**config.mk**
```make
export PLATFORM = sky130hd
export DESIGN_NAME = lcd_text_formatter
export DESIGN_NICKNAME = d
export VERILOG_FILES = /design/src/rtl/lcd_pkg.sv /design/src/rtl/lcd_char_fifo.sv /design/src/rtl/lcd_text_formatter.sv
export SDC_FILE = /design/constraint.sdc
export NUM_CORES = 1
export LEC_CHECK = 0
export BUFFER_PORTS_ARGS = -buffer_cell sky130_fd_sc_hd__buf_2
export CAP_MARGIN = 15
export CORE_ASPECT_RATIO = 1.2
export CORE_MARGIN = 1
export CORE_UTILIZATION = 55
export DETAILED_ROUTE_END_ITERATION = 8
export HOLD_SLACK_MARGIN = 0.03
export PLACE_DENSITY_LB_ADDON = 0.15
export SYNTH_ARGS = -nofsm -noshare
export SYNTH_HDL_FRONTEND = slang
export SYNTH_HIERARCHICAL = 1
export SYNTH_SLANG_ARGS = --single-unit
```
**constraint.sdc**
```tcl
create_clock -name clk -period 4.6 [get_ports clk]
set_input_delay 0.69 -clock clk [delete_from_list [all_inputs] [get_ports clk]]
set_output_delay 0.69 -clock clk [all_outputs]
set_load 0.02 [all_outputs]
```
**src/rtl/lcd_pkg.sv**
```systemverilog
// Shared definitions for the LCD text formatting path.
// Holds HD44780 command bytes, the ASCII codes the formatter reacts to,
// the bus item type handed to the LCD bus driver, the formatter state
// encoding, and small helpers used when decoding characters.
package lcd_pkg;

  localparam logic [7:0] CMD_CLEAR     = 8'h01;
  localparam logic [7:0] CMD_SET_DDRAM = 8'h80;
  localparam logic [7:0] ROW1_BASE     = 8'h40;
  localparam logic [7:0] ASCII_LF      = 8'h0A;
  localparam logic [7:0] ASCII_FF      = 8'h0C;
  localparam logic [7:0] ASCII_MIN     = 8'h20;
  localparam logic [7:0] ASCII_MAX     = 8'h7E;

  // One write to the LCD: rs=1 character data, rs=0 command.
  typedef struct packed {
    logic       rs;
    logic [7:0] data;
  } lcd_item_t;

  typedef enum logic [1:0] {
    S_CLR  = 2'd0,
    S_IDLE = 2'd1,
    S_ADDR = 2'd2,
    S_EMIT = 2'd3
  } fmt_state_t;

  function automatic logic is_printable(input logic [7:0] ch);
    return (ch >= ASCII_MIN) && (ch <= ASCII_MAX);
  endfunction

  // Set-DDRAM-address command pointing at column 0 of the given row.
  function automatic logic [7:0] set_addr_cmd(input logic row);
    return CMD_SET_DDRAM | (row ? ROW1_BASE : 8'h00);
  endfunction

endpackage

```
**src/rtl/lcd_char_fifo.sv**
```systemverilog
// Synchronous single-clock character FIFO.
// Ports:
//   clk, reset      : rising-edge clock, synchronous active-high reset
//   push, push_data : write request and byte (ignored when full)
//   pop             : read request (ignored when empty)
//   head            : byte at the head of the queue (valid when !empty)
//   count           : current occupancy, 0..DEPTH
//   empty           : occupancy is zero
module lcd_char_fifo
  import lcd_pkg::*;
#(
  parameter int DEPTH = 16
) (
  input  logic                       clk,
  input  logic                       reset,
  input  logic                       push,
  input  logic [7:0]                 push_data,
  input  logic                       pop,
  output logic [7:0]                 head,
  output logic [$clog2(DEPTH+1)-1:0] count,
  output logic                       empty
);

  localparam int PTR_W = $clog2(DEPTH);
  localparam int CNT_W = $clog2(DEPTH + 1);
  localparam logic [CNT_W-1:0] DEPTH_C = CNT_W'(DEPTH);

  logic [7:0]       mem_r [DEPTH];
  logic [PTR_W-1:0] wr_ptr_r;
  logic [PTR_W-1:0] rd_ptr_r;
  logic [CNT_W-1:0] count_r;
  logic             push_s;
  logic             pop_s;

  assign push_s = push && (count_r != DEPTH_C);
  assign pop_s  = pop && (count_r != CNT_W'(0));

  assign head  = mem_r[rd_ptr_r];
  assign count = count_r;
  assign empty = (count_r == CNT_W'(0));

  // Storage array; contents need no reset because the pointers define validity.
  always_ff @(posedge clk) begin
    if (push_s) begin
      mem_r[wr_ptr_r] <= push_data;
    end
  end

  // Pointers and occupancy; DEPTH is a power of two so pointers wrap naturally.
  always_ff @(posedge clk) begin
    if (reset) begin
      wr_ptr_r <= PTR_W'(0);
      rd_ptr_r <= PTR_W'(0);
      count_r  <= CNT_W'(0);
    end else begin
      if (push_s) begin
        wr_ptr_r <= wr_ptr_r + PTR_W'(1);
      end
      if (pop_s) begin
        rd_ptr_r <= rd_ptr_r + PTR_W'(1);
      end
      case ({push_s, pop_s})
        2'b10:   count_r <= count_r + CNT_W'(1);
        2'b01:   count_r <= count_r - CNT_W'(1);
        default: count_r <= count_r;
      endcase
    end
  end

endmodule

```
**src/rtl/lcd_text_formatter.sv**
```systemverilog
// Character stream to HD44780 bus item formatter.
// Buffers ASCII input in a FIFO, tracks the cursor on a ROWS x COLS display
// and emits an ordered stream of {rs, byte} items: characters (rs=1) plus
// clear and set-DDRAM-address commands (rs=0) for wrap, LF and FF.
// Ports:
//   clk, reset                    : rising-edge clock, synchronous active-high reset
//   in_valid, in_ready, in_char   : character input handshake
//   out_valid, out_ready          : bus item handshake toward the driver
//   out_rs, out_data              : bus item, stable while stalled
//   fifo_count                    : current FIFO occupancy
module lcd_text_formatter
  import lcd_pkg::*;
#(
  parameter int DEPTH = 16,
  parameter int COLS  = 16,
  parameter int ROWS  = 2
) (
  input  logic                       clk,
  input  logic                       reset,
  input  logic                       in_valid,
  output logic                       in_ready,
  input  logic [7:0]                 in_char,
  output logic                       out_valid,
  input  logic                       out_ready,
  output logic                       out_rs,
  output logic [7:0]                 out_data,
  output logic [$clog2(DEPTH+1)-1:0] fifo_count
);

  localparam int CNT_W = $clog2(DEPTH + 1);
  localparam int COL_W = $clog2(COLS + 1);
  localparam logic [CNT_W-1:0] DEPTH_C = CNT_W'(DEPTH);
  localparam logic [COL_W-1:0] COLS_C  = COL_W'(COLS);

  fmt_state_t       state_r;
  lcd_item_t        item_r;
  logic             out_valid_r;
  logic             row_r;
  logic [COL_W-1:0] col_r;
  logic [7:0]       held_r;

  logic [7:0]       head_s;
  logic             empty_s;
  logic [CNT_W-1:0] count_s;
  logic             push_s;
  logic             pop_s;
  logic             xfer_s;
  logic             row_next_s;

  fmt_state_t       dec_state_s;
  lcd_item_t        dec_item_s;
  logic             dec_valid_s;
  logic             dec_row_s;
  logic [COL_W-1:0] dec_col_s;
  logic [7:0]       dec_held_s;

  lcd_char_fifo #(.DEPTH(DEPTH)) u_fifo (
    .clk       (clk),
    .reset     (reset),
    .push      (push_s),
    .push_data (in_char),
    .pop       (pop_s),
    .head      (head_s),
    .count     (count_s),
    .empty     (empty_s)
  );

  // in_ready comes from the registered count only, so a pop never raises it early.
  assign in_ready   = (count_s < DEPTH_C);
  assign push_s     = in_valid && in_ready;
  assign xfer_s     = out_valid_r && out_ready;
  assign row_next_s = (ROWS == 2) ? ~row_r : 1'b0;

  assign out_valid  = out_valid_r;
  assign out_rs     = item_r.rs;
  assign out_data   = item_r.data;
  assign fifo_count = count_s;

  // Pop when idle, or when the current item leaves and the next byte can replace it on the same edge.
  always_comb begin
    pop_s = 1'b0;
    case (state_r)
      S_IDLE:  pop_s = !empty_s;
      S_EMIT:  pop_s = xfer_s && !empty_s;
      default: pop_s = 1'b0;
    endcase
  end

  // Decode the FIFO head against the cursor into the next item, cursor and state.
  always_comb begin
    dec_item_s  = '{rs: 1'b0, data: 8'h00};
    dec_valid_s = 1'b0;
    dec_state_s = S_IDLE;
    dec_row_s   = row_r;
    dec_col_s   = col_r;
    dec_held_s  = held_r;
    if (is_printable(head_s)) begin
      if (col_r < COLS_C) begin
        dec_item_s  = '{rs: 1'b1, data: head_s};
        dec_valid_s = 1'b1;
        dec_col_s   = col_r + COL_W'(1);
        dec_state_s = S_EMIT;
      end else begin
        // Deferred wrap: move the cursor first, the character follows from S_ADDR.
        dec_item_s  = '{rs: 1'b0, data: set_addr_cmd(row_next_s)};
        dec_valid_s = 1'b1;
        dec_row_s   = row_next_s;
        dec_col_s   = COL_W'(0);
        dec_held_s  = head_s;
        dec_state_s = S_ADDR;
      end
    end else if (head_s == ASCII_LF) begin
      dec_item_s  = '{rs: 1'b0, data: set_addr_cmd(row_next_s)};
      dec_valid_s = 1'b1;
      dec_row_s   = row_next_s;
      dec_col_s   = COL_W'(0);
      dec_state_s = S_EMIT;
    end else if (head_s == ASCII_FF) begin
      dec_item_s  = '{rs: 1'b0, data: CMD_CLEAR};
      dec_valid_s = 1'b1;
      dec_row_s   = 1'b0;
      dec_col_s   = COL_W'(0);
      dec_state_s = S_EMIT;
    end else begin
      // Unsupported control byte: consumed silently.
      dec_valid_s = 1'b0;
      dec_state_s = S_IDLE;
    end
  end

  // Formatter FSM with registered bus item and cursor.
  always_ff @(posedge clk) begin
    if (reset) begin
      state_r     <= S_CLR;
      out_valid_r <= 1'b0;
      item_r      <= '{rs: 1'b0, data: 8'h00};
      row_r       <= 1'b0;
      col_r       <= COL_W'(0);
      held_r      <= 8'h00;
    end else begin
      case (state_r)
        S_CLR: begin
          if (!out_valid_r) begin
            out_valid_r <= 1'b1;
            item_r      <= '{rs: 1'b0, data: CMD_CLEAR};
          end else if (out_ready) begin
            out_valid_r <= 1'b0;
            row_r       <= 1'b0;
            col_r       <= COL_W'(0);
            state_r     <= S_IDLE;
          end else begin
            state_r <= S_CLR;
          end
        end
        S_IDLE, S_EMIT: begin
          if (pop_s) begin
            state_r     <= dec_state_s;
            out_valid_r <= dec_valid_s;
            item_r      <= dec_item_s;
            row_r       <= dec_row_s;
            col_r       <= dec_col_s;
            held_r      <= dec_held_s;
          end else if (xfer_s) begin
            out_valid_r <= 1'b0;
            state_r     <= S_IDLE;
          end else begin
            state_r <= state_r;
          end
        end
        S_ADDR: begin
          if (xfer_s) begin
            item_r  <= '{rs: 1'b1, data: held_r};
            col_r   <= COL_W'(1);
            state_r <= S_EMIT;
          end else begin
            state_r <= S_ADDR;
          end
        end
        default: begin
          state_r     <= S_CLR;
          out_valid_r <= 1'b0;
        end
      endcase
    end
  end

endmodule

```
# Word-level counts from Yosys, hierarchy flattened

Memory sizes are Yosys's and may differ from the RTL's. A register that Yosys moved wholly into a read port is not among the register bits.
Index checks and enable logic that the tools add are counted.

Register bits after elaboration: 39
RAM bits: 128
Word-level logic and storage cells: 107
Memories: 1

$add $sub $neg: 5
$lt $le $gt $ge: 4
Eq/ne operators: 16
Multiplexer cells: 50
Bitwise gates (word level): 2
Reductions and logical operators: 19

Memories:

| name         | depth | bits a word | rd ports | clocked after memory_dff | write ports | RTL line            | text |
|---|---|---|---|---|---|---|---|
| u_fifo.mem_r | 16    | 8           | 1        | 1                        | 1           | lcd_char_fifo.sv:28 | `logic [7:0] mem_r [DEPTH];` |

Operators with widths:

| operator            | number |
|---|---|
| $mux 9              | 5 |
| $mux 5              | 8 |
| $pmux 9 s3          | 1 |
| $mux 1              | 20 |
| $eq 8x4->1 const B  | 2 |
| $pmux 5 s3          | 1 |
| $mux 2              | 6 |
| $add 5x1->5 const B | 2 |
| $lt 5x5->1 const B  | 2 |
| $pmux 5 s2          | 1 |
| $add 4x1->4 const B | 2 |
| $ge 8x6->1 const B  | 1 |
| $le 8x7->1 const B  | 1 |
| $mux 4              | 2 |
| $mux 8              | 1 |
| $ne 2x2->1 const B  | 4 |
| $mux 7              | 1 |
| $eq 2x2->1 const B  | 3 |
| $logic_and 1x1->1   | 6 |
| $pmux 1 s2          | 3 |
| $pmux 2 s3          | 1 |
| $reduce_and 6->1    | 1 |
| $logic_not 5->1     | 1 |
| $ne 5x5->1 const B  | 1 |
| 16 further kinds    | 20 |

# Logic depth before layout (Yosys ltp)

Gate-level depths: netlist of the first run.

Depth in word-level cells: 7
Mapped depth: 17
Mapped depth without buffers: 14

# Hierarchy

The synthesis of the first run kept the hierarchy.

Modules (own cells, without submodules):

| module             | times used | cells each | area each (µm²) |
|---|---|---|---|
| lcd_char_fifo      | 1          | 329        | 5875.6 |
| lcd_text_formatter | 1          | 145        | 1286.2 |

# Least setup slack after synthesis of the first run

OpenSTA, ideal clock, no wires.

Path type: register -> register
Start: register u_fifo.count_r[1], in the netlist u_fifo/count[1]
End: register u_fifo.count_r[4], in the netlist u_fifo/count[4]
Library setup time: 129 ps
Arrival time: 3187 ps
Required time: 4471 ps
Path slack: 1284 ps
Stages on the path, launching flop included: 17
Buffers on the path: 3
Period minus slack after synthesis: 3316 ps
Cell sequence: dfxtp_1 -> buf_6 -> or4_4 -> buf_6 -> nor2_1 -> nand2b_1 -> a21o_1 -> inv_1 -> o21ai_4 -> inv_1 -> ha_1 -> clkbuf_1 -> xor2_1 -> ha_1 -> o31ai_1 -> o22ai_1 -> nand4bb_1

Cells in the longest elaborated chain, start to end: 7

RTL lines:

| item                                                   | RTL line                                           | text |
|---|---|---|
| start, declared                                        | lcd_char_fifo.sv:31                                | `logic [CNT_W-1:0] count_r;` |
| start signal, assigned                                 | lcd_char_fifo.sv:63                                | `2'b10: count_r <= count_r + CNT_W'(1);` |
| start signal, assigned                                 | lcd_char_fifo.sv:64                                | `2'b01: count_r <= count_r - CNT_W'(1);` |
| start signal, assigned                                 | lcd_char_fifo.sv:65                                | `default: count_r <= count_r;` |
| $logic_not 5->1 (*)                                    | lcd_char_fifo.sv:40                                | `assign empty = (count_r == CNT_W'(0));` |
| named net empty_s                                      | lcd_text_formatter.sv:43                           | `logic empty_s;` |
| $logic_not 1->1 (*)                                    | lcd_text_formatter.sv:83, lcd_text_formatter.sv:84 |  |
| $logic_and 1x1->1                                      | lcd_text_formatter.sv:84                           | `S_EMIT: pop_s = xfer_s && !empty_s;` |
| $pmux 1 s2 (*)                                         | lcd_text_formatter.sv:82                           | `case (state_r)` |
| named net pop_s                                        | lcd_text_formatter.sv:46                           | `logic pop_s;` |
| $logic_and 1x1->1 (*)                                  | lcd_char_fifo.sv:36                                | `assign pop_s = pop && (count_r != CNT_W'(0));` |
| named net u_fifo.pop_s                                 | lcd_char_fifo.sv:33                                | `logic pop_s;` |
| $eq 2x1->1 / $eq 2x2->1 (equally long branches)        | lcd_char_fifo.sv:62                                | `case ({push_s, pop_s})` |
| $pmux 5 s2 / $reduce_bool 2->1 (equally long branches) | -                                                  |  |

Mark *: on every way through the listed nets, which the timed path passes. The rest lies on a longest branch.
A chain may end at the register's enable or synchronous reset.

==> out/metrics.cfg, run 1 <==
[grt]
grt_pass1_vias = 4052
antenna_found_initial = 0
grt_max_degree = 44
track_usage_pct = 22.2
overflow = 0
grt_first_pass_wirelength_mm = 21.7

[worst_setup_path]
start_kind = register
required_ns = 4.95
crit_arrival_ns = 3.88
rr_worst_depth = 9
critPathKind = register to register
cp_max_fo = 21
r2r_end = col_r[3]
crit_end = col_r[3]
worstSetupEndpointType = register
rrSetupSlack_ns = 1.07

[floorplanning]
die_height_microns = 127
boundaryPins = 28
core_sq_um = 12700
initial_core_util_pct = 56.5
rows = 45
dieArea_sq_um = 13500
die_w_microns = 106

[detailed_routing]
wl_met3_microns = 613
m1WireLength_mm = 5.86
wl_per_cell_microns = 20.3
drcViolationCount = 0
num_vias = 4103
wirelength_mm = 13.7
highest_layer = met4
dr_wl_met2_mm = 6.94
first_pass_iters = 5
first_iter_violations = 257
vias_per_cell = 6.07
postRouteAntennaNets = 0

[yosys]
synth_fa_ha_area_share_pct = 1.57
ys_top_cells_by_count = edfxtp_1 (128), nor2_1 (48), dfxtp_1 (43), mux4_2 (32), nand2_1 (21)
synth_edf_count = 128
async_reset_ff_share_pct = 0
syn-num-nets = 495
synth-compound-area-share_pct = 8.81
synth_flop_cell = edfxtp_1
syn_area_per_cell_sq_um = 15.1
syn_area_sq_um = 7160
synth-seq-area-share_pct = 65.7
ys_seq_elements = 171
synth.top_cells.by_area = edfxtp_1 (54%), dfxtp_1 (12%), mux4_2 (10%)
synth_top_family_by_area = multiplexers
synth_top_area_share_pct = 53.7
synth-simple-area-share_pct = 8.96
synth_warnings = 6
yosysMostFrequentCell = edfxtp_1
synth.largest_area_cell = edfxtp_1
synthMuxAreaShare_pct = 11.6
post_synth_num_cell_types = 65
netlist_instances = 474
synth_xor_area_share_pct = 0.978

[sta]
worst_slew_pin_slew_ns = 0.997
fmax_ghz = 0.283
holdWs_ns = 0.455
fin_skew_ns = 0.00878
fin_crit_sh_pct = 76.8
hold_viol = 0
setup_tns_ns = 0
slew_headroom_pct = 33.3
setup_viol = 0
drv_slew = 0
rsz0062_at_grt = false
min_period_ns = 3.53

[power]
pwr-share-clk_pct = 40.6
power_switching_w = 0.000800
peakVddDrop_v = 0.000273
switching_share_pct = 23.5
power.share.sequential_pct = 50.8
p_int_w = 0.00261
leakage_nw = 2.76
p_comb_share_pct = 8.6
p_per_area_nw_per_um2 = 425
p_total_w = 0.00341

[clocking]
cts_buffers = 17
cts_tree = yes
clkTransAtPathRegs_ns = 0.06
insertion_delay_ns = 0.43
h-tree-depth = 4
root_buffer = clkbuf_16
clock_sinks = 171
ctsHoldBuffers = 0
cts_buffer_depth = 2
cts_resized = 0
postCtsSetupBuffers = 0

[finish]
nets = 522
diodes = 0
drive_above_1_share_pct = 20.7
syn2layout_area_growth_pct = 11.8

[place]
port_buffers = 27
dpl.hpwl_mm = 8.80
routabilityCongestion = 0.795

[run]
cap_viol_max_count = 0

[worst_hold_path]
hold_path.class = register to register

[run_status]
status = finished, final reports clean

-- layer usage --
layer / GRT usage [%] / vias up
li1: - / 1906
met1: 29.4 / 2054
met2: 35.7 / 118
met3: 4.59 / 25
met4: 9.72 / 0
met5: 0 / -
-- sequential cells by signal (all words and copies together), names as in the netlist, 4 cells and up, named ones only --
name             count
u_fifo/mem_r       128
held_r               8
out_data             8
col_r                5
u_fifo/count         5
u_fifo/rd_ptr_r      4
u_fifo/wr_ptr_r      4
-- cells by family (layout without fill, tap and decap cells) --
family / after synthesis / after routing
flip-flops: 171 / 171
AND/OR/NAND/NOR: 126 / 126
AO/OA/AOI/OAI: 79 / 79
multiplexers: 43 / 43
buffers and inverters: 38 / 76
adder cells (fa/ha/maj): 9 / 9
XOR/XNOR: 8 / 8
-- worst max-delay path: stages (launching register included) --
cell and delay, ns:
dfxtp_2 0.62, buf_12 0.27, mux4_2 0.52, a22oi_1 0.19, nand2_1 0.17, nor4b_4 0.39
a21oi_2 0.13, o32a_1 0.46, or4b_1 0.53, a21oi_1 0.14
-- layout by cell type (no fill, tap or decap), types with 2 or more instances in the layout --
cell | synthesis | routed
buf_4 | 0 | 5
mux4_2 | 32 | 32
a21oi_1 | 9 | 9
dfxtp_1 | 43 | 42
buf_2 | 5 | 27
nand2_1 | 21 | 21
and3_1 | 2 | 2
a221oi_1 | 2 | 2
nor2b_1 | 6 | 6
nand4b_1 | 2 | 2
a21o_1 | 4 | 4
clkinv_4 | 0 | 3
and2_1 | 3 | 3
o311ai_0 | 2 | 2
o22ai_1 | 2 | 2
clkbuf_16 | 0 | 17
nand3_1 | 8 | 8
o2111ai_1 | 2 | 2
nor2_1 | 48 | 48
nand3b_1 | 3 | 3
o211ai_2 | 2 | 2
o21a_1 | 3 | 3
inv_6 | 0 | 3
inv_1 | 11 | 11
mux2i_1 | 11 | 11
o21ai_0 | 3 | 3
o211ai_1 | 2 | 2
bufinv_16 | 0 | 2
clkinvlp_4 | 0 | 3
a22o_1 | 11 | 11
a211oi_1 | 4 | 4
ha_1 | 9 | 9
xor2_1 | 7 | 7
a22oi_1 | 17 | 17
o211a_1 | 2 | 2
edfxtp_1 | 128 | 128
nand2b_1 | 6 | 6
nand4_1 | 2 | 2
nor3_1 | 13 | 13
clkinv_1 | 1 | 2
-- cell type report --
class	count	area [sq um]
inverter	13	48.8
multi-input combinational	265	2290
sequential	171	4710
clock inverter	13	144
tap	164	205
clock buffer	17	425
timing repair buffer	33	193
fill	926	4660
-- stage by stage --
| step | instances | area [sq um] | setup slack (ns) | utilization (%) |
|---|---|---|---|---|
| 2_1_floorplan | 474 | 7160 | 1.28 | - |
| 3_3_place_gp | 646 | 7440 | 1.13 | 58.7 |
| 3_5_place_dp | 646 | 7440 | 1.07 | 58.7 |
| 4_1_cts | 676 | 8010 | 1.02 | 63.2 |
| 5_1_grt | 676 | 8010 | 0.735 | 63.2 |
| 6_report | 676 | 8010 | 1.07 | 63.2 |
-- power by group through the flow --
stage | combinational (W) | sequential, W | clock [W]
CTS | 0.000295 | 0.00173 | 0.00141
detailed placement | 0.000293 | 0.00176 | 0
finish | 0.000292 | 0.00173 | 0.00138
global route | 0.000324 | 0.00174 | 0.00147
global placement | 0.000288 | 0.00176 | 0
floorplan | 0.000217 | 0.00177 | 0
-- how the worst min path moves through the flow --
| stage | start | end | slack [ns] | depth (start not counted) |
|---|---|---|---|---|
| after global routing | out_data[0] | out_data[0] | 0.48 | 2 |
| after floorplan | col_r[1] | col_r[1] | 0.45 | 2 |
| after global placement | out_data[0] | out_data[0] | 0.44 | 2 |
| after CTS | out_data[0] | out_data[0] | 0.46 | 2 |
| final | out_data[0] | out_data[0] | 0.46 | 2 |
| after detailed placement | out_data[0] | out_data[0] | 0.45 | 2 |
Note: power is estimated with default switching activity, not from simulation.
==> run 2: changes to the inputs <==
--- a/config.mk
+++ b/config.mk
@@ -5,6 +5,7 @@
 export SDC_FILE = /design/constraint.sdc
 export NUM_CORES = 1
 export LEC_CHECK = 0
+export ABC_AREA = 1
 export BUFFER_PORTS_ARGS = -buffer_cell sky130_fd_sc_hd__buf_2
 export CAP_MARGIN = 15
 export CORE_ASPECT_RATIO = 1.2
==> constraint.sdc (replaced) <==
create_clock -name clk -period 2.9 [get_ports clk]
set_input_delay 0.435 -clock clk [delete_from_list [all_inputs] [get_ports clk]]
set_output_delay 0.435 -clock clk [all_outputs]
set_load 0.02 [all_outputs]
==> run 2 against run 1 <==
Sequential power is 77% higher. Non-clock buffer count rose by 16. Combinational power increased to 8.2 times the previous value. Die area up 5.7%. Worst setup slack worse by 0.76 ns. Critical path depth is 5 higher. Maximum frequency increased by 36%. Routed wire length rose by 14%. First-iteration DRC count up 11%. Largest cell class unchanged. Highest routed layer unchanged.
==> out/metrics.cfg, run 2 <==
[run_status]
status = finished, final reports clean

[finish]
syn2layout_area_growth_pct = 12.3
largest-register = u_fifo/mem_r
nets = 769  ; +47%
final_core_util_pct = 63.7  ; +0.47 points
diodes = 0  ; unchanged
largest_reg_flops = 128  ; unchanged
drive_above_1_share_pct = 15.5  ; -5.2 points
final_cell_mix = edfxtp_1 (128), nand2_1 (80), nor2_1 (77)
final_common_cell = edfxtp_1

[yosys]
synth.top_cells.by_area = edfxtp_1 (51%), dfxtp_1 (11%), mux2i_1 (4.2%)
syn_area_per_cell_sq_um = 10.7  ; -29%
synth_flop_cell = edfxtp_1
synth_top_area_share_pct = 50.7  ; -2.9 points
synth-seq-area-share_pct = 62.1  ; -3.6 points
synth.largest_area_cell = edfxtp_1
yosysMostFrequentCell = edfxtp_1
async_reset_ff_share_pct = 0  ; unchanged
synth_edf_count = 128  ; unchanged
synth_warnings = 6  ; unchanged
syn_area_sq_um = 7570  ; +5.8%
netlist_instances = 708  ; +49%
ys_seq_elements = 171  ; unchanged
syn-num-nets = 729  ; +47%
ys_top_cells_by_count = edfxtp_1 (128), nand2_1 (80), nor2_1 (77), inv_1 (76), a21oi_1 (51)
post_synth_num_cell_types = 40  ; -38%

[clocking]
insertion_delay_ns = 0.42  ; about the same
cts_tree = yes
cts_resized = 0  ; unchanged
root_buffer = clkbuf_16
clock_sinks = 171  ; unchanged
h-tree-depth = 4  ; unchanged
clkTransAtPathRegs_ns = 0.06  ; about the same
ctsHoldBuffers = 0  ; unchanged
postCtsSetupBuffers = 0  ; unchanged
cts_buffers = 17  ; unchanged
cts_buffer_depth = 2  ; unchanged

[sta]
setup_tns_ns = 0  ; unchanged
hold_viol = 0  ; unchanged
drv_slew = 0  ; unchanged
worst_slew_pin_slew_ns = 0.979  ; -0.0182 ns
fin_crit_sh_pct = 89.3  ; +13 points
min_period_ns = 2.59  ; -0.941 ns
fin_skew_ns = 0.00697  ; -0.00181 ns
setup_viol = 0  ; unchanged
slew_headroom_pct = 34.5  ; +1.2 points
rsz0062_at_grt = false
fmax_ghz = 0.386  ; +36%

[grt]
grt_first_pass_wirelength_mm = 24.8  ; +14%
grt_pass1_vias = 4919  ; +21%
gr-usage-met1_pct = 29.9  ; +0.55 points
grt_max_degree = 47  ; +6.8%
use_met3_pct = 5.61  ; +1.0 points
busiest_layer = met2
track_usage_pct = 23.8  ; +1.7 points
antenna_found_initial = 0  ; unchanged
overflow = 0  ; unchanged
met2_usage_pct = 39.1  ; +3.5 points

[detailed_routing]
drcViolationCount = 0  ; unchanged
postRouteAntennaNets = 0  ; unchanged
wl_per_cell_microns = 16.9  ; -17%
first_iter_violations = 285  ; +11%
num_vias = 5116  ; +25%
wirelength_mm = 15.7  ; +14%
vias_per_cell = 5.51  ; -9.3%
first_pass_iters = 5  ; unchanged

[place]
dpl.hpwl_mm = 10.8  ; +22%
port_buffers = 27  ; unchanged
routabilityCongestion = 0.884  ; +11%

[floorplanning]
core_sq_um = 13400  ; +5.4%
rows = 46  ; +2.2%
dieArea_sq_um = 14200  ; +5.7%
initial_core_util_pct = 56.7  ; +0.19 points
boundaryPins = 28  ; unchanged
die_height_microns = 131  ; +2.8%
die_w_microns = 109  ; +2.8%

[worst_setup_path]
cp_max_fo = 35  ; +67%
rrSetupSlack_ns = 0.31  ; -0.76 ns
start_kind = register
required_ns = 3.22  ; -1.73 ns
worstSetupEndpointType = register
crit_arrival_ns = 2.91  ; -0.97 ns
critPathKind = register to register

[power]
leakage_nw = 3.20  ; +16%
p_total_w = 0.00756  ; +120%
peakVddDrop_v = 0.000508  ; +86%
p_per_area_nw_per_um2 = 889  ; +110%

[worst_hold_path]
hold_path.class = input port to register

[run]
cap_viol_max_count = 0  ; unchanged

[run 2: cell types whose count changed after synthesis, sizes merged, moves of 29 or more]
cell and delta:
o21ai +62, mux4 -32, o211ai +29, nand2 +72, nor2 +37, inv +73
a21oi +42
[run 2: worst max-delay path, stage by stage (launching register included)]
cell and delay [ns]:
dfxtp_4 0.61, buf_4 0.24, mux2i_1 0.09, o211ai_1 0.17
nand3_1 0.16, nand2_1 0.24, nand2_2 0.12, nor2_2 0.14
nand2_2 0.09, nand4_1 0.19, nand2_1 0.09, nor2_1 0.13
nand2_1 0.06, nand2_1 0.06, nor2_1 0.05
[run 2: routing by layer]
| metal | vias to the layer above | part of all wire (%) |
|---|---|---|
| li1 | 2522 | - |
| met1 | 2449 | 44 |
| met2 | 115 | 49 |
| met3 | 30 | 4.1 |
| met4 | 0 | 2.5 |
| met5 | - | 0 |
[run 2: cells by family after synthesis]
family	Yosys count	synth area share, %
adder cells (fa/ha/maj)	9	1.49
buffers and inverters	114	6.43
flip-flops	171	62.1
multiplexers	32	4.23
AO/OA/AOI/OAI	157	11.7
XOR/XNOR	6	0.793
AND/OR/NAND/NOR	219	13.2
[run 2: worst paths after layout]
kind	end	cells past startpoint	from
setup / recovery	row_r	14	register
hold reg to reg	out_data[5]	2	out_data[5]
hold / removal	u_fifo/mem_r[7][0]	1	in_char[0]
setup reg to reg	row_r	14	register
[run 2: through the flow]
step           setup slack (ns)  hold WS (ns)  instance area, sq um  cells
2_1_floorplan             0.562         0.422                  7570    708
3_3_place_gp              0.427         0.449                  7950    897
3_5_place_dp              0.349         0.454                  7950    897
4_1_cts                   0.318         0.387                  8500    929
5_1_grt                   0.106         0.392                  8500    929
6_report                  0.310         0.393                  8500    929
[run 2: final cells by class]
cell class / count / area (sq um)
tap: 168 / 210
sequential: 171 / 4710
clock inverter: 10 / 93.8
timing repair buffer: 49 / 313
fill: 1085 / 4850
multi-input combinational: 423 / 2380
inverter: 86 / 330
clock buffer: 22 / 464
[run 2: power breakdown]
part | internal (W) | switching [W] | leakage, nW
sequential | 0.00285 | 0.000210 | 1.51
clock | 0.00122 | 0.000893 | 0.256
combinational | 0.000809 | 0.00157 | 1.43
==> run 3: changes to the inputs <==
--- a/config.mk
+++ b/config.mk
@@ -14,7 +14,7 @@
 export DETAILED_ROUTE_END_ITERATION = 8
 export HOLD_SLACK_MARGIN = 0.03
 export PLACE_DENSITY_LB_ADDON = 0.15
+export RECOVER_POWER = 50
 export SYNTH_ARGS = -nofsm -noshare
 export SYNTH_HDL_FRONTEND = slang
-export SYNTH_HIERARCHICAL = 1
 export SYNTH_SLANG_ARGS = --single-unit
==> run 3 against run 2 <==
Die area is 1.3% higher. Sequential cell count stayed put. Area after synthesis is 1.3% higher. Cell area is 0.16% higher. Critical path depth is 1 higher. Global-route usage is 1.3 points higher. Routed wire length is 7.8% higher. Highest routed layer unchanged. Core utilization is 0.17 points lower. Clock-buffer cell count is 5 lower. Non-clock buffer count is 8 lower. Register-to-register slack hardly changed.
==> out/metrics.cfg, run 3 <==
[yosys]
ys_top_cells_by_count = nand2_1 (254), edfxtp_1 (128), inv_1 (99), nand3_1 (92), nor2_1 (76)
syn_area_per_cell_sq_um = 9.18  ; -14%
synthMuxAreaShare_pct = 0  ; -4.2 points
synth_top_family_by_area = simple AND/OR/NAND/NOR gates
synth_fa_ha_area_share_pct = 1.47  ; -0.020 points
synth_flop_cell = edfxtp_1
synth-simple-area-share_pct = 24.2  ; +11 points
synth-compound-area-share_pct = 4.65  ; -7.1 points
synth.top_cells.by_area = edfxtp_1 (50%), nand2_1 (12%), dfxtp_1 (11%)
syn-num-nets = 857  ; +18%
synth_edf_count = 128  ; unchanged
synth_top_area_share_pct = 50.1  ; -0.67 points
synth_xor_area_share_pct = 0.685  ; -0.11 points
async_reset_ff_share_pct = 0  ; unchanged
synth.largest_area_cell = edfxtp_1
ys_seq_elements = 171  ; unchanged
synth-seq-area-share_pct = 61.3  ; -0.82 points
yosysMostFrequentCell = nand2_1
syn_area_sq_um = 7680  ; +1.3%
netlist_instances = 836  ; +18%
synth_warnings = 0  ; -6
post_synth_num_cell_types = 32  ; -20%

[detailed_routing]
postRouteAntennaNets = 0  ; unchanged
first_iter_violations = 616  ; +120%
wl_per_cell_microns = 16.2  ; -4.2%
dr_wl_met2_mm = 8.68  ; +12%
m1WireLength_mm = 6.97  ; +1.0%
num_vias = 5635  ; +10%
first_pass_iters = 5  ; unchanged
highest_layer = met4
drcViolationCount = 0  ; unchanged
wirelength_mm = 16.9  ; +7.8%
vias_per_cell = 5.39  ; -2.1%
wl_met3_microns = 825  ; +28%

[sta]
fmax_ghz = 0.385  ; -0.31%
fin_skew_ns = 0.0119  ; +0.00492 ns
rsz0062_at_grt = false
fin_crit_sh_pct = 89.6  ; +0.28 points
min_period_ns = 2.60  ; +0.00803 ns
slew_headroom_pct = 23.4  ; -11 points
setup_tns_ns = 0  ; unchanged
hold_viol = 0  ; unchanged
worst_slew_pin_slew_ns = 1.15  ; +0.170 ns
drv_slew = 0  ; unchanged
setup_viol = 0  ; unchanged

[clocking]
insertion_delay_ns = 0.43  ; about the same
cts_buffer_depth = 2  ; unchanged
cts_tree = yes
h-tree-depth = 4  ; unchanged
clock_sinks = 171  ; unchanged
root_buffer = clkbuf_16
cts_buffers = 17  ; unchanged
clkTransAtPathRegs_ns = 0.07  ; about the same
ctsHoldBuffers = 0  ; unchanged
postCtsSetupBuffers = 0  ; unchanged

[floorplanning]
dieArea_sq_um = 14400  ; +1.3%
initial_core_util_pct = 57.2  ; +0.51 points
boundaryPins = 28  ; unchanged
core_sq_um = 13400  ; +0.43%
die_w_microns = 110  ; +0.66%
rows = 46  ; unchanged
die_height_microns = 131  ; +0.66%

[finish]
diodes = 0  ; unchanged
largest_reg_flops = 128  ; unchanged
final_common_cell = nand2_1
largest-register = u_fifo.mem_r
syn2layout_area_growth_pct = 11.0
fillers = 1104  ; +1.8%
nets = 885  ; +15%
drive_above_1_share_pct = 7.75  ; -7.8 points
instances_no_fill = 1045  ; +12%
final_cell_mix = nand2_1 (254), edfxtp_1 (128), inv_1 (99)

[run]
cap_viol_max_count = 0  ; unchanged

[grt]
grt_pass1_vias = 5408  ; +9.9%
overflow = 0  ; unchanged
antenna_found_initial = 0  ; unchanged
grt_first_pass_wirelength_mm = 27.1  ; +9.4%
track_usage_pct = 25.2  ; +1.3 points
grt_max_degree = 47  ; unchanged

[power]
p_total_w = 0.00760  ; +0.61%
peakVddDrop_v = 0.000784  ; +54%
p_per_area_nw_per_um2 = 893  ; +0.45%
leakage_nw = 3.54  ; +11%

[worst_setup_path]
critPathKind = register to register
worstSetupEndpointType = register
cp_max_fo = 46  ; +31%
crit_arrival_ns = 2.94  ; +0.03 ns
required_ns = 3.24  ; +0.02 ns
start_kind = register

[place]
dp_cells = 1013  ; +13%
port_buffers = 27  ; unchanged
routabilityCongestion = 0.908  ; +2.8%
dpl.hpwl_mm = 11.3  ; +4.5%

[worst_hold_path]
hold_path.class = input port to register

[run_status]
status = finished, final reports clean

## run 3: cell count changes after synthesis, moves of 15 or more
cell | previous run | this run
a21oi_1 | 51 | 33
inv_1 | 76 | 99
mux2i_1 | 32 | 0
nand2_1 | 80 | 254
nand3_1 | 26 | 92
o211ai_1 | 33 | 3
o21ai_0 | 43 | 19
o21ai_1 | 22 | 7
## run 3: logic make-up after synthesis
logic type,after synthesis
flip-flops,171
AND/OR/NAND/NOR,444
XOR/XNOR,6
AO/OA/AOI/OAI,67
adder cells (fa/ha/maj),9
buffers and inverters,139
## run 3: layout make-up
class | count | area (sq um) | area share [%]
multi-input cells | 526 | 2380 | 27.9
repair buffers | 41 | 234 | 2.75
inverters | 107 | 404 | 4.75
clock inverters | 15 | 159 | 1.87
clock buffers | 17 | 425 | 4.99
well taps | 168 | 210 | 2.47
flip-flops and latches | 171 | 4710 | 55.3
## run 3: final timing paths
kind / slack (ns) / cells past startpoint / start / endpoint
worst max-delay path: 0.30 / 15 / register / held_r[2]
worst min register to register: 0.44 / 2 / held_r[7] / held_r[7]
worst max register to register: 0.30 / 15 / register / held_r[2]
worst min-delay path: 0.37 / 4 / out_ready / state_r[0]
## run 3: repair_timing
action,4_1_cts,5_1_grt
endpoints found under the hold margin,0,0
gates resized for setup,0,3
endpoints found under the setup margin,0,1
## run 3: critical path, stage by stage, from the launching register on
cell	delay (ns)
dfxtp_2	0.38
buf_6	0.34
nand2_1	0.12
nand3_1	0.11
nand3_1	0.12
nand3_1	0.18
nand2_1	0.15
nand2_1	0.09
nor2_1	0.05
nand2_2	0.09
nand2_4	0.07
inv_2	0.10
nand3_2	0.22
inv_1	0.24
nand2_1	0.09
a21oi_1	0.14
## run 3: report_power, final
group          switching [W]  internal, W
combinational        0.00166     0.000731
sequential          0.000147      0.00282
clock               0.000968      0.00128
## run 3: metal layers
layer / global-route usage (%) / up-vias
li1: - / 2772
met1: 31.2 / 2676
met2: 42.3 / 159
met3: 5.80 / 28
met4: 9.04 / 0
met5: 0 / -
## run 3: through the flow
stage | hold WS [ns] | setup WS (ns) | instance area, sq um | utilization [%]
floorplan | 0.417 | 0.408 | 7680 | -
global placement | 0.430 | 0.280 | 7960 | 59.4
detailed placement | 0.430 | 0.167 | 7960 | 59.4
CTS | 0.355 | 0.270 | 8550 | 63.7
global route | 0.389 | 0.0616 | 8520 | 63.5
finish | 0.369 | 0.302 | 8520 | 63.5
